===== src/rtl/sd_init.sv =====
// SPI-mode SD card power-up and init sequencer.
// Drives CMD0/CMD8/CMD55+ACMD41/CMD58 and reports ready or failure.
module sd_init #(
  parameter int unsigned POWERUP_CLKS = 80,
  parameter int unsigned RESP_TIMEOUT = 64,
  parameter int unsigned GAP_CLKS     = 8,
  parameter int unsigned ACMD41_RETRY = 4095
) (
  input  logic       rst_n,
  input  logic       SD_CK,
  input  logic       SD_MISO,
  output logic       SD_MOSI,
  output logic       SD_CSn,
  output logic       init_o,
  output logic       init_err,
  output logic [2:0] err_code,
  output logic       card_hc
);

  typedef enum logic [2:0] {
    S_PWR, S_SEND, S_WAIT, S_RECV, S_GAP, S_DONE, S_ERR
  } state_e;

  typedef enum logic [2:0] {
    C_CMD0, C_CMD8, C_CMD55, C_ACMD41, C_CMD58, C_FIN
  } cmd_e;

  localparam logic [15:0] PWR_LAST = 16'(POWERUP_CLKS - 1);
  localparam logic [15:0] TO_LAST  = 16'(RESP_TIMEOUT - 1);
  localparam logic [15:0] GAP_LAST = 16'(GAP_CLKS - 1);
  localparam logic [15:0] RETRY    = 16'(ACMD41_RETRY);

  function automatic logic [47:0] frame(cmd_e c);
    case (c)
      C_CMD0:   frame = 48'h40_0000_0000_95;
      C_CMD8:   frame = 48'h48_0000_01AA_87;
      C_CMD55:  frame = 48'h77_0000_0000_FF;
      C_ACMD41: frame = 48'h69_4000_0000_FF;
      default:  frame = 48'h7A_0000_0000_FF;
    endcase
  endfunction

  function automatic logic [2:0] code_of(cmd_e c);
    case (c)
      C_CMD0:   code_of = 3'd1;
      C_CMD8:   code_of = 3'd2;
      C_CMD55:  code_of = 3'd3;
      C_ACMD41: code_of = 3'd4;
      default:  code_of = 3'd5;
    endcase
  endfunction

  state_e      state_q, state_d;
  cmd_e        cmd_q, cmd_d;
  logic [15:0] cnt_q, cnt_d;
  logic [15:0] retry_q, retry_d;
  logic [47:0] tx_q, tx_d;
  logic [39:0] rx_q, rx_d;
  logic        csn_q, csn_d;
  logic        mosi_q, mosi_d;
  logic        init_q, init_d;
  logic        err_q, err_d;
  logic [2:0]  code_q, code_d;
  logic        hc_q, hc_d;
  logic        miso_q;

  logic [39:0] resp;
  logic [7:0]  r1;
  logic [15:0] last_idx;
  logic        r7;
  logic        go;
  logic        fail;
  logic        adv;
  cmd_e        nxt;
  logic [47:0] fr;

  // MISO is captured on the rising edge; the FSM consumes it one half-cycle later.
  always_ff @(posedge SD_CK or negedge rst_n) begin
    if (!rst_n) miso_q <= 1'b1;
    else        miso_q <= SD_MISO;
  end

  always_comb begin
    r7       = (cmd_q == C_CMD8) || (cmd_q == C_CMD58);
    resp     = {rx_q[38:0], miso_q};
    r1       = r7 ? resp[39:32] : resp[7:0];
    last_idx = r7 ? 16'd39 : 16'd7;
    fr       = frame(cmd_q);
    state_d  = state_q;
    cmd_d    = cmd_q;
    cnt_d    = cnt_q;
    retry_d  = retry_q;
    tx_d     = tx_q;
    rx_d     = rx_q;
    csn_d    = csn_q;
    mosi_d   = mosi_q;
    init_d   = init_q;
    err_d    = err_q;
    code_d   = code_q;
    hc_d     = hc_q;
    go       = 1'b0;
    fail     = 1'b0;
    adv      = 1'b0;
    nxt      = cmd_q;

    unique case (state_q)
      S_PWR: begin
        if (cnt_q == PWR_LAST) go = 1'b1;
        else cnt_d = cnt_q + 16'd1;
      end
      S_SEND: begin
        if (cnt_q == 16'd47) begin
          mosi_d  = 1'b1;
          state_d = S_WAIT;
          cnt_d   = '0;
        end else begin
          mosi_d = tx_q[47];
          tx_d   = {tx_q[46:0], 1'b1};
          cnt_d  = cnt_q + 16'd1;
        end
      end
      S_WAIT: begin
        if (!miso_q) begin
          state_d = S_RECV;
          rx_d    = '0;
          cnt_d   = 16'd1;
        end else if (cnt_q == TO_LAST) begin
          fail = 1'b1;
        end else begin
          cnt_d = cnt_q + 16'd1;
        end
      end
      S_RECV: begin
        if (cnt_q != last_idx) begin
          rx_d  = resp;
          cnt_d = cnt_q + 16'd1;
        end else begin
          case (cmd_q)
            C_CMD0: begin
              adv  = (r1 == 8'h01);
              nxt  = C_CMD8;
            end
            C_CMD8: begin
              adv  = (r1 == 8'h01) && (resp[11:0] == 12'h1AA);
              nxt  = C_CMD55;
            end
            C_CMD55: begin
              adv  = (r1 == 8'h01) || (r1 == 8'h00);
              nxt  = C_ACMD41;
            end
            C_ACMD41: begin
              if (r1 == 8'h00) begin
                adv = 1'b1;
                nxt = C_CMD58;
              end else if (r1 == 8'h01 && retry_q + 16'd1 != RETRY) begin
                adv     = 1'b1;
                nxt     = C_CMD55;
                retry_d = retry_q + 16'd1;
              end
            end
            C_CMD58: begin
              adv = (r1 == 8'h00);
              nxt = C_FIN;
              if (adv) hc_d = resp[30];
            end
            default: adv = 1'b0;
          endcase
          fail = !adv;
        end
      end
      S_GAP: begin
        if (cnt_q == GAP_LAST) go = 1'b1;
        else cnt_d = cnt_q + 16'd1;
      end
      default: ;
    endcase

    if (adv) begin
      state_d = S_GAP;
      cmd_d   = nxt;
      cnt_d   = '0;
      csn_d   = 1'b1;
      mosi_d  = 1'b1;
    end

    if (fail) begin
      state_d = S_ERR;
      err_d   = 1'b1;
      code_d  = code_of(cmd_q);
      csn_d   = 1'b1;
      mosi_d  = 1'b1;
    end

    if (go) begin
      if (cmd_q == C_FIN) begin
        state_d = S_DONE;
        init_d  = 1'b1;
      end else begin
        state_d = S_SEND;
        csn_d   = 1'b0;
        mosi_d  = fr[47];
        tx_d    = {fr[46:0], 1'b1};
        cnt_d   = '0;
      end
    end
  end

  always_ff @(negedge SD_CK or negedge rst_n) begin
    if (!rst_n) begin
      state_q <= S_PWR;
      cmd_q   <= C_CMD0;
      cnt_q   <= '0;
      retry_q <= '0;
      tx_q    <= '1;
      rx_q    <= '0;
      csn_q   <= 1'b1;
      mosi_q  <= 1'b1;
      init_q  <= 1'b0;
      err_q   <= 1'b0;
      code_q  <= 3'd0;
      hc_q    <= 1'b0;
    end else begin
      state_q <= state_d;
      cmd_q   <= cmd_d;
      cnt_q   <= cnt_d;
      retry_q <= retry_d;
      tx_q    <= tx_d;
      rx_q    <= rx_d;
      csn_q   <= csn_d;
      mosi_q  <= mosi_d;
      init_q  <= init_d;
      err_q   <= err_d;
      code_q  <= code_d;
      hc_q    <= hc_d;
    end
  end

  assign SD_CSn   = csn_q;
  assign SD_MOSI  = mosi_q;
  assign init_o   = init_q;
  assign init_err = err_q;
  assign err_code = code_q;
  assign card_hc  = hc_q;

endmodule


===== config.mk =====
export PLATFORM = sky130hd
export DESIGN_NAME = sd_init
export DESIGN_NICKNAME = d
export VERILOG_FILES = /design/src/rtl/sd_init.sv
export SDC_FILE = /design/constraint.sdc
export NUM_CORES = 1
export LEC_CHECK = 0
export ABC_AREA = 1
export BUFFER_PORTS_ARGS = -buffer_cell sky130_fd_sc_hd__buf_4
export CORE_ASPECT_RATIO = 1.1
export CORE_MARGIN = 8
export CORE_UTILIZATION = 55
export DETAILED_ROUTE_END_ITERATION = 7
export PLACE_DENSITY = 0.7
export SYNTH_ARGS = -nofsm -noshare
export SYNTH_HDL_FRONTEND = slang
export SYNTH_SLANG_ARGS = --single-unit

===== constraint.sdc =====
create_clock -name SD_CK -period 2.4 [get_ports SD_CK]
set_clock_uncertainty 0.2 [all_clocks]
set_input_delay 0.72 -clock SD_CK [delete_from_list [all_inputs] [get_ports SD_CK]]
set_output_delay 0.72 -clock SD_CK [all_outputs]
set_load 0.1 [all_outputs]

Word-level counts from Yosys, hierarchy flattened
Index checks and enable logic that the tools add are counted.
- register bits: 134
- bits in latches: 0
- memory bits (writable): 0
- ROM bits: 0
- input port bits: 3
- output and inout bits: 8
- logic and storage cells: 111
- memories kept: 0
- add/subtract/negate cells: 2
- multiply operators: 0
- div/mod/pow operators: 0
- order comparisons: 0
- equality and inequality tests: 22
- shift operators: 0
- mux-type cells: 55
- bitwise operators: 2
- reduce and logical (&&, ||, !) cells: 17
- operators with widths (kind ; count):
    two-way mux 48 bit ; 4
    case mux 46 bit (4 select lines) ; 1
    two-way mux 16 bit ; 9
    case mux 16 bit (5 select lines) ; 1
    two-way mux 39 bit ; 2
    case mux 39 bit (2 select lines) ; 1
    adder 16 x 1 -> 16 bit, second input constant ; 2
    == test 16 x 6 -> 1 bit, second input constant ; 2
    two-way mux 3 bit ; 8
    two-way mux 1 bit ; 21
    == test 16 x 3 -> 1 bit, second input constant ; 1
    == test 16 x 7 -> 1 bit, second input constant ; 1
    != test 16 x 12 -> 1 bit, second input constant ; 1
    != test 16 x 6 -> 1 bit ; 1
    case mux 3 bit (5 select lines) ; 1
    == test 12 x 9 -> 1 bit, second input constant ; 1
    == test 3 x 2 -> 1 bit, second input constant ; 4
    case mux 3 bit (4 select lines) ; 1
    != test 5 bit, second input constant ; 2
    AND reduction 5 bit ; 2
    nonzero test 5 bit ; 2
    == test 3 bit, second input constant ; 3
    == test 8 x 1 -> 1 bit, second input constant ; 1
    logical NOT 8 bit ; 1
    17 further kinds ; 25

Depth between registers and ports, before layout
- depth after elaboration: 16
- mapped depth: 18
- mapped depth without buffers: 18

==> results_dict.tcl <==
set metrics [dict create \
    outcome "finished with violations" \
    violations "setup timing" \
    wl_per_cell_um 19.0 \
    met3_length_mm 1.24 \
    syn_inst 851 \
    vias 7224 \
    p_leak_nw 4.92 \
    synth_top_area_frac 0.303 \
    path_class "reg2out" \
    cts.path.max_buffers 2 \
    highest_layer "met4" \
    crit_buf_inv 1 \
    crit_fanout 2 \
    fin_ws_ns -0.977 \
    tightest_slew_ns 0.816 \
    htreeDepth 4 \
    io_buffers 10 \
    core_sq_um 12100 \
    die_x_um 122 \
    ys_warn_count 0 \
    grt_pass1_wl_mm 33.6 \
    initial_utilization 0.566 \
    netlist_area_sq_um 6850 \
    clock-sinks 134 \
    synth_edf_count 0 \
    ys_top_cells_by_count "nand2_1, inv_1, nor2_1" \
    setup_viol 92 \
    rsz0062_at_grt "yes" \
    routed_wirelength_mm 23.2 \
    path_cells "buf_12" \
    hold_class "in2reg" \
    whs_path_depth 1 \
    grt_pass1_vias 7039 \
    num-nets-final 1061 \
    max_slew_margin 0.454 \
    cp_top_family "flip-flops" \
    synth_nets 857 \
    die-area_sq_um 16300 \
    crit_path_end_kind "output pin" \
    gp_congestion 0.901 \
    area_delta_synth_final_pct 51.9 \
    grt_max_degree 56 \
    ys.flop_type "dfrtn_1" \
    drt-met1-wl_mm 8.55 \
    worstPathArrival_ns 2.46 \
    synthArstFlopShare 1.00 \
    synth_most_common_cell "nand2_1" \
    rows 42 \
    synth_area_leaders "dfrtn_1, dfstp_2, nand2_1, inv_1, o21ai_0" \
    vias_per_cell 5.91 \
    drtIter0Drc 736 \
    worstPathRequired_ns 1.48 \
    max_stage_delay_ns 0.63 \
    drc 0 \
    die-height_um 133 \
    cts_tree "built" \
    path_depth 1 \
    dp_hpwl_mm 11.7 \
    finalHoldViolCount 0 \
    grt_usage 0.257 \
    met2_wirelength_mm 12.2 \
    synth_seq_area_share 0.499 \
    pre_cts_ws_ns -0.709 \
    drtPass1Iterations 6 \
    start_kind "flip-flop" \
    root_buffer "clkbuf_16" \
    ys_seq_elements 134 \
    vdd_drop_max_mv 0.613 \
    clk_pin_slew_ns 0.07 \
    synthDistinctLibCells 44 \
    cts_buffers 17 \
    maxSlewViolCount 0 \
    cap_violations 0 \
    insertion_delay_ns 0.43 \
    n_antenna_cell 0 \
    r2r_slack_ns -0.93 \
    layout-drive-gt1-share 0.402 \
    antenna_found_initial 0 \
    avgSynthCellArea_sq_um 8.05 \
    reg2reg_depth 10 \
    synth_top_cell_by_area "dfrtn_1" \
    power_density_nw_per_um2 522 \
    ant_nets 0 \
    grt-ovfl-total 0 \
    ioPinCount 11 \
    slowest_stage "dfstp_4" \
    power.total_mw 5.43 \
]
## power breakdown
group,leakage (nW),internal (mW),switching (mW)
clock network,0.561,1.60,1.40
logic,2.69,0.0634,0.0822
registers,1.67,2.28,0.00127
total,4.92,3.94,1.49
## final cells by class
cell class,count,area (sq um)
Multi-Input combinational cell,555,3520
Sequential cell,134,3420
Timing Repair Buffer,164,1960
Fill cell,568,1690
Inverter,132,514
Clock buffer,19,475
Clock inverter,63,303
Tap cell,154,193
Timing Repair inverter,1,11.3
## metrics by stage
step / cells / cell area (sq um) / util / hold slack (ns) / setup TNS [ns]
after floorplan: 851 / 6940 / - / 0.214 / -31.63
after global placement: 1084 / 7930 / 0.656 / 0.245 / -36.26
after detailed placement: 1084 / 7930 / 0.656 / 0.261 / -40.30
after CTS: 1201 / 9810 / 0.812 / 0.206 / -52.72
after global routing: 1222 / 10400 / 0.861 / 0.187 / -65.43
final: 1222 / 10400 / 0.861 / 0.208 / -61.65
## state kept, by name (all words and copies together), names as in the netlist
signal    count
card_hc       1
SD_CSn        1
init_o        1
SD_MOSI       1
tx_q         48
err_code      3
cmd_q         3
rx_q         39
miso_q        1
retry_q      16
state_q       3
cnt_q        16
init_err      1
## layout by cell type, fill, tap and decap left out, types with 23 or more instances in the layout
| cell | n |
|---|---|
| nor3_1 | 28 |
| buf_4 | 97 |
| nor2_1 | 103 |
| clkbuf_16 | 23 |
| o21ai_1 | 27 |
| nand3_2 | 45 |
| buf_12 | 26 |
| dfstp_2 | 49 |
| o21ai_0 | 33 |
| o21ai_2 | 40 |
| nand2_1 | 104 |
| buf_6 | 24 |
| dfrtn_1 | 83 |
| inv_1 | 165 |
| nand3_1 | 29 |
## cell families after synthesis
kind of cell / Yosys count / synth area share
XOR/XNOR: 8 / 0.0102
AO/OA/AOI/OAI: 148 / 0.122
adder cells (fa/ha/maj): 3 / 0.00548
buffers and inverters: 162 / 0.0939
flip-flops: 134 / 0.499
multiplexers: 1 / 0.00146
AND/OR/NAND/NOR: 395 / 0.267
## timing repair
| action | 4_1_cts | 5_1_grt |
|---|---|---|
| hold buffers | 0 | 0 |
| resized for setup | 180 | 102 |
| setup buffers | 29 | 29 |
| setup endpoints to repair | 101 | 135 |
| pin swaps | 18 | 27 |
| cloned | 12 | 4 |
## layer usage
layer	GRT usage	vias to the layer above
met2	0.433	331
met4	0.141	0
met1	0.293	3575
li1	-	3198
met5	0	-
met3	0.0600	120
## worst paths after layout
path,start,end
hold / removal,SD_MISO,miso_q$_DFF_PN1_
setup / recovery,SD_CSn$_DFF_NN1_,SD_CSn
setup reg to reg,miso_q$_DFF_PN1_,cnt_q[6]$_DFF_NN0_
hold reg to reg,rx_q[25]$_DFFE_NN0P_,rx_q[26]$_DFFE_NN0P_
max in group asynchronous,rst_n,rx_q[6]$_DFFE_NN0P_
min in group asynchronous,rst_n,miso_q$_DFF_PN1_
No activity file was read; power rests on OpenSTA's default activity.
